==> config.mk <==
export PLATFORM = sky130hd
export DESIGN_NAME = mul_final_add
export DESIGN_NICKNAME = d
export VERILOG_FILES = /design/src/rtl/mul_final_add_pkg.sv /design/src/rtl/mul_add_half.sv /design/src/rtl/mul_final_add.sv
export SDC_FILE = /design/constraint.sdc
export NUM_CORES = 1
export LEC_CHECK = 0
export CAP_MARGIN = 20
export CORE_ASPECT_RATIO = 1.4
export CORE_MARGIN = 3
export CORE_UTILIZATION = 69
export CTS_CLUSTER_SIZE = 40
export DETAILED_ROUTE_END_ITERATION = 8
export DONT_BUFFER_PORTS = 1
export GPL_TIMING_DRIVEN = 0
export HOLD_SLACK_MARGIN = 0.12
export PLACE_DENSITY = 0.92
export SYNTH_ARGS = -nofsm -noshare
export SYNTH_HDL_FRONTEND = slang
export SYNTH_SLANG_ARGS = --single-unit
==> constraint.sdc <==
create_clock -name clk -period 4.5 [get_ports clk]
set_input_delay 0.9 -clock clk [delete_from_list [all_inputs] [get_ports clk]]
set_output_delay 0.9 -clock clk [all_outputs]
set_load 0.02 [all_outputs]
==> src/rtl/mul_final_add_pkg.sv <==
// Shared multiplier constants: datapath geometry and the Booth correction-bit
// mapping used by the Booth generator, compressor array and final adder.
package mul_final_add_pkg;

    localparam int MFA_WIDTH = 64;
    localparam int MFA_SPLIT = 32;
    localparam int MFA_TAG_W = 5;

    // Booth partial-product rows whose negate bits are left over after compression
    localparam int BOOTH_NEG_ROW_B0  = 0;
    localparam int BOOTH_NEG_ROW_CIN = 1;

endpackage

==> src/rtl/mul_add_half.sv <==
// N-bit ripple adder with carry-in; one instance per pipeline stage.
module mul_add_half #(
    parameter int N = 32
) (
    input  logic [N-1:0] a,
    input  logic [N-1:0] b,
    input  logic         cin,
    output logic [N-1:0] sum,
    output logic         cout
);

    assign {cout, sum} = {1'b0, a} + {1'b0, b} + {{N{1'b0}}, cin};

endmodule

==> src/rtl/mul_final_add.sv <==
// Two-stage carry-propagate adder closing the Booth/Wallace multiplier:
// low half summed in stage 1, high half in stage 2 using the registered carry.
module mul_final_add
    import mul_final_add_pkg::*;
#(
    parameter int WIDTH = MFA_WIDTH,
    parameter int SPLIT = MFA_SPLIT,
    parameter int TAG_W = MFA_TAG_W
) (
    input  logic             clk,
    input  logic             resetn,
    input  logic             flush,
    input  logic             in_valid,
    output logic             in_ready,
    input  logic [WIDTH-1:0] in_s,
    input  logic [WIDTH-1:0] in_c,
    input  logic             in_b0,
    input  logic             in_cin,
    input  logic [TAG_W-1:0] in_tag,
    output logic             out_valid,
    input  logic             out_ready,
    output logic [WIDTH-1:0] out_result,
    output logic [TAG_W-1:0] out_tag
);

    localparam int HI_W = WIDTH - SPLIT;

    logic             s1_valid_q, s1_valid_d;
    logic [SPLIT-1:0] lo_sum_q;
    logic             c_mid_q;
    logic [HI_W-1:0]  s_hi_q;
    logic [HI_W-1:0]  c_hi_q;
    logic [TAG_W-1:0] s1_tag_q;

    logic             s2_valid_q, s2_valid_d;
    logic [WIDTH-1:0] result_q;
    logic [TAG_W-1:0] tag_q;

    logic             s2_ready;
    logic             accept;
    logic             advance;
    logic [WIDTH-1:0] c_vec;
    logic [SPLIT-1:0] lo_sum_d;
    logic             c_mid_d;
    logic [HI_W-1:0]  hi_sum;
    logic             hi_cout;
    logic             unused_bits;

    // Column WIDTH-1 carry would land beyond the product, so it is shifted out
    assign c_vec = {in_c[WIDTH-2:0], in_b0};
    assign unused_bits = in_c[WIDTH-1] ^ hi_cout;

    assign s2_ready = !s2_valid_q || out_ready;
    assign in_ready = !s1_valid_q || s2_ready;
    assign accept   = in_valid && in_ready && !flush;
    assign advance  = s1_valid_q && s2_ready;

    mul_add_half #(.N(SPLIT)) u_lo_add (
        .a    (in_s[SPLIT-1:0]),
        .b    (c_vec[SPLIT-1:0]),
        .cin  (in_cin),
        .sum  (lo_sum_d),
        .cout (c_mid_d)
    );

    mul_add_half #(.N(HI_W)) u_hi_add (
        .a    (s_hi_q),
        .b    (c_hi_q),
        .cin  (c_mid_q),
        .sum  (hi_sum),
        .cout (hi_cout)
    );

    always_comb begin
        s1_valid_d = s1_valid_q;
        s2_valid_d = s2_valid_q;
        if (flush) begin
            s1_valid_d = 1'b0;
            s2_valid_d = 1'b0;
        end else begin
            if (accept)
                s1_valid_d = 1'b1;
            else if (advance)
                s1_valid_d = 1'b0;
            if (advance)
                s2_valid_d = 1'b1;
            else if (out_ready)
                s2_valid_d = 1'b0;
        end
    end

    always_ff @(posedge clk or negedge resetn) begin
        if (!resetn) begin
            s1_valid_q <= 1'b0;
            lo_sum_q   <= '0;
            c_mid_q    <= 1'b0;
            s_hi_q     <= '0;
            c_hi_q     <= '0;
            s1_tag_q   <= '0;
            s2_valid_q <= 1'b0;
            result_q   <= '0;
            tag_q      <= '0;
        end else begin
            s1_valid_q <= s1_valid_d;
            s2_valid_q <= s2_valid_d;
            if (accept) begin
                lo_sum_q <= lo_sum_d;
                c_mid_q  <= c_mid_d;
                s_hi_q   <= in_s[WIDTH-1:SPLIT];
                c_hi_q   <= c_vec[WIDTH-1:SPLIT];
                s1_tag_q <= in_tag;
            end
            if (advance) begin
                result_q <= {hi_sum, lo_sum_q};
                tag_q    <= s1_tag_q;
            end
        end
    end

    assign out_valid  = s2_valid_q;
    assign out_result = result_q;
    assign out_tag    = tag_q;

endmodule

After elaboration in Yosys (flattened, before gate mapping)
Index checks and enable logic that the tools add are counted.

cells by class
  $add $sub $neg = 4
  mux-type cells = 6
  reduce and logical (&&, ||, !) cells = 10

operators by type and width
  cell               number
  $add 32x32->33     1
  $add 33x1->33      1
  $add 32x1->32      1
  $add 32x32->32     1
  $mux 1             6
  $reduce_bool 3->1  2
  $logic_and 1x1->1  3
  $logic_not 1->1    3
  $logic_or 1x1->1   2

storage, ports and cells
  register bits after elaboration = 173
  word-level logic and storage cells = 29

Depth between registers and ports, before layout
  word-level depth = 7
  gate-level depth with buffers = 10

Cells and area by module
Synthesis repeated with hierarchy kept, for this count alone.

second synthesis, totals
  cell total of the unflattened synthesis = 868
  area, all modules = 10065.9 um^2

by module, submodules not included
  module                    instances  cells an instance  area an instance (um^2)
  mul_final_add             1          372                6497.5
  mul_add_half at u_hi_add  1          259                1854.3
  mul_add_half at u_lo_add  1          237                1714.1

Worst setup path after synthesis
No wires, ideal clock.

  path type = input-to-reg
  start point = in in_s[0]
  end point = reg lo_sum_q[30]
  setup time = 104 ps
  arrival = 3237 ps
  data required time = 4396 ps
  path slack = 1159 ps
  stages on the path = 10
  cell sequence = fa_1 fa_1 a211o_1 a21oi_1 o2111a_1 o221a_2 o21a_1 o21ai_1 a31o_2 o311ai_1

on the way
  word-level cells in the longest chain between the ends = 2

RTL lines
  item                  RTL line              RTL
  from (decl)           mul_final_add.sv:15   input logic [WIDTH-1:0] in_s,
  $add 32x32->33        mul_add_half.sv:12    assign {cout, sum} = {1'b0, a} + {1'b0, b} + {{N{1'b0}}, cin};
  $add 33x1->33         mul_add_half.sv:12
  to (signal assigned)  mul_final_add.sv:107  lo_sum_q <= lo_sum_d;
  to (decl)             mul_final_add.sv:29   logic [SPLIT-1:0] lo_sum_q;

Every way passes these cells.
A chain may end at the register's enable or synchronous reset.

Worst setup path in the final report
  start point = reg c_mid_q
  end point = reg result_q[56] (netlist: out_result[56])

on the way
  word-level cells in the longest chain between the ends = 1

RTL lines
  item                    RTL line              RTL
  from (decl)             mul_final_add.sv:30   logic c_mid_q;
  from (signal assigned)  mul_final_add.sv:108  c_mid_q <= c_mid_d;
  $add 32x1->32           mul_add_half.sv:12
  to (signal assigned)    mul_final_add.sv:114  result_q <= {hi_sum, lo_sum_q};
  to (decl)               mul_final_add.sv:36   logic [WIDTH-1:0] result_q;

Every way passes these cells.

==> impl_metrics.env <==
export IMPL_synth_edf_count=0
export IMPL_timing_rr_start="c_mid_q$_DFFE_PN0P_"
export IMPL_postRouteAntennaNets=0
export IMPL_crit_required_ns=4.81
export IMPL_die_y_um=145
export IMPL_synthXorXnorAreaFrac_pct=4.60
export IMPL_hold_buffers=0
export IMPL_synth_compound_area_share_pct=15.8
export IMPL_hold_viol=0
export IMPL_tightest_slew_ns=0.626
export IMPL_status="finished, final reports clean"
export IMPL_wire_per_inst_um=18.7
export IMPL_grt_pass1_wl_mm=40.3
export IMPL_max_cap_violations=0
export IMPL_path_clk_slew_ns=0.06
export IMPL_diodes=0
export IMPL_synth_top_cells_by_count="nand2_1 (427), dfrtp_1 (173), o21ai_0 (70), ha_1 (61), a21oi_1 (59)"
export IMPL_drive_gt1_share_pct=3.75
export IMPL_cts_root_buffer="clkbuf_16"
export IMPL_synth_cell_types=56
export IMPL_worstPathCellList="fa_1, fa_1, a21oi_1, o21ai_0, a21oi_1, o211ai_1, a2111oi_0, nor2_1, xnor2_1, o21ai_0"
export IMPL_finalMaxSlewViolations=0
export IMPL_yosys_area_share_simple_pct=22.3
export IMPL_yosysTopAreaCellShare_pct=45.5
export IMPL_grt_usage_pct=33.0
export IMPL_port_buffers=0
export IMPL_synthCells=1117
export IMPL_first_iter_violations=520
export IMPL_gp_congestion=0.991
export IMPL_synth_area_leaders="dfrtp_1 (46%), nand2_1 (17%), ha_1 (8.0%), o21ai_0 (3.7%), a21oi_1 (3.1%)"
export IMPL_drc=0
export IMPL_yosysMostFrequentCell="nand2_1"
export IMPL_cts_resized=0
export IMPL_powerDensity_nw_per_um2=495
export IMPL_drt_first_pass_iters=5
export IMPL_clk_latency_ns=0.43
export IMPL_skew_ns=0.00879
export IMPL_r2r_setup_slack_ns=0.82
export IMPL_worstSetupStartpointType="flop"
export IMPL_ir_drop_v=0.000257
export IMPL_place_inst=1299
export IMPL_avgSynthCellArea_sq_um=8.51
export IMPL_num_vias=8180
export IMPL_leakagePower_nw=5.26
export IMPL_path_max_fanout=5
export IMPL_nFillCells=920
export IMPL_overflow=0
export IMPL_io_pins=211
export IMPL_async_reset_ff_share_pct=100
export IMPL_core_sq_um=13500
export IMPL_first_global_vias=8238
export IMPL_fmax_mhz=272
export IMPL_initial_utilization_pct=70.7
export IMPL_crit_arrival_ns=4.00
export IMPL_worst_r2r_endpoint="out_result[56]$_DFFE_PN0P_"
export IMPL_synth_top_family_by_area="simple AND/OR/NAND/NOR gates"
export IMPL_area_delta_synth_final_pct=9.54
export IMPL_fin_nets=1341
export IMPL_dp_hpwl_mm=18.2
export IMPL_synth_top_cell_by_area="dfrtp_1"
export IMPL_htree_levels=4
export IMPL_numClockSinks=173
export IMPL_yosys_most_used_dff="dfrtp_1"
export IMPL_yosysWarnings=0
export IMPL_ys_ff_latch=173
export IMPL_r2r_cells=10
export IMPL_synth_adder_area_share_pct=8.87
export IMPL_via_per_inst=6.15
export IMPL_fin_crit_sh_pct=81.8
export IMPL_core_rowCount=50
export IMPL_cts_made_buffers=17
export IMPL_cpPeakStageDelay_ns=0.67
export IMPL_cts_setup_buffers=0
export IMPL_min_period_ns=3.68
export IMPL_hp_class="input pin to asynchronous set/reset pin"
export IMPL_cts_tree="built"
export IMPL_rsz0062_at_grt="no"
export IMPL_mappedNetlistArea_sq_um=9510
export IMPL_yosysSeqAreaShare_pct=45.5
export IMPL_muxShareOfSynthArea_pct=0.224
export IMPL_cp_end_kind="flop"
export IMPL_fin_cells=1330
export IMPL_clock_path_buffers=2
export IMPL_drt_total_wl_mm=24.9
export IMPL_synth_nets=1322
export IMPL_setup_viol=0
export IMPL_slowest_stage="a2111oi_0"
export IMPL_grt_max_degree=174
export IMPL_dieArea_sq_um=15200
export IMPL_tns_ns=0
export IMPL_antenna_found_initial=0
export IMPL_die_width_um=105
export IMPL_path_class="flop to flop"
export IMPL_relSlewSlack_pct=57.2
## cells by family after synthesis
kind of cell	count (synthesis)
AO/OA/AOI/OAI	238
XOR/XNOR	50
adder cells (fa/ha/maj)	65
buffers and inverters	66
flip-flops	173
multiplexers	2
AND/OR/NAND/NOR	523
## critical path: cells and delay by family, from the launching register on
family / cells / cell delay, ns
AOI/OAI and AO/OA: 6 / 1.94
adders and majority gates: 2 / 0.93
DFF: 1 / 0.41
xor gates and xnor gates: 1 / 0.16
and+or+nand+nor: 1 / 0.14
## through the flow
stage | hold WS, ns | power, W | utilization (%) | area [sq um] | worst slack (ns)
floorplan | 0.439 | 0.00316 | - | 9510 | 1.16
global placement | 0.447 | 0.00340 | 72.4 | 9740 | 0.844
detailed placement | 0.457 | 0.00346 | 72.4 | 9740 | 0.831
CTS | 0.162 | 0.00516 | 77.5 | 10400 | 0.862
global route | 0.153 | 0.00541 | 77.5 | 10400 | 0.561
finish | 0.169 | 0.00516 | 77.5 | 10400 | 0.817
## how the worst max path moves through the flow
stage	start	to	slack, ns	depth (start not counted)
floorplan	in_s[0]	lo_sum_q[30]$_DFFE_PN0P_	1.16	10
global placement	in_s[0]	lo_sum_q[16]$_DFFE_PN0P_	0.84	9
detailed placement	in_s[0]	lo_sum_q[16]$_DFFE_PN0P_	0.83	9
CTS	c_mid_q$_DFFE_PN0P_	out_result[56]$_DFFE_PN0P_	0.86	10
global route	c_mid_q$_DFFE_PN0P_	out_result[56]$_DFFE_PN0P_	0.56	10
finish	c_mid_q$_DFFE_PN0P_	out_result[56]$_DFFE_PN0P_	0.82	10
## flip-flops by register name, indices dropped and copies added (netlist names)
name        cells
out_valid       1
s1_valid_q      1
c_hi_q         32
out_tag         5
s1_tag_q        5
c_mid_q         1
s_hi_q         32
out_result     64
lo_sum_q       32
## report_power, final
part	total [W]	switching (W)	internal, W
Combinational	0.00113	0.000679	0.000454
Clock	0.00168	0.000592	0.00108
Sequential	0.00235	0.000473	0.00188
Total	0.00516	0.00174	0.00342
## cell type report
| type | count | area (sq um) | share of cell area [%] |
|---|---|---|---|
| inverter | 16 | 60.1 | 0.577 |
| clock inverter | 10 | 209 | 2.01 |
| buffer | 50 | 199 | 1.91 |
| tap | 182 | 228 | 2.19 |
| multi-input combinational | 878 | 4920 | 47.2 |
| sequential | 173 | 4330 | 41.6 |
| clock buffer | 21 | 470 | 4.52 |
## routing by layer
metal	vias to the layer above	wire length, um	global-route usage [%]
li1	3821	-	-
met1	3867	8650	35.1
met2	387	13000	59.8
met3	105	1840	6.99
met4	0	1350	18.1
met5	-	0	0
## layout by cell type, fill, tap and decap left out, types with 3 or more instances in the layout
cell,count
ha_1,61
a21oi_1,59
a31o_2,4
nand2b_1,5
xnor2_1,30
o211ai_1,7
nor3_1,12
xor2_1,20
o31ai_1,7
and3_1,6
o21bai_1,10
nand2_1,427
a211o_1,4
clkbuf_1,47
or3_1,3
clkbuf_8,3
and2_1,5
o21a_1,8
inv_1,15
bufinv_16,6
a211oi_1,7
fa_1,4
buf_4,3
clkbuf_16,17
a21o_1,30
nand3b_1,3
nand3_1,13
o21ai_0,70
dfrtp_1,173
nand4_1,10
a21boi_0,4
nor2b_1,5
o2111ai_1,4
a31oi_1,5
nor2_1,27
Power figures use the tool's default switching activity.
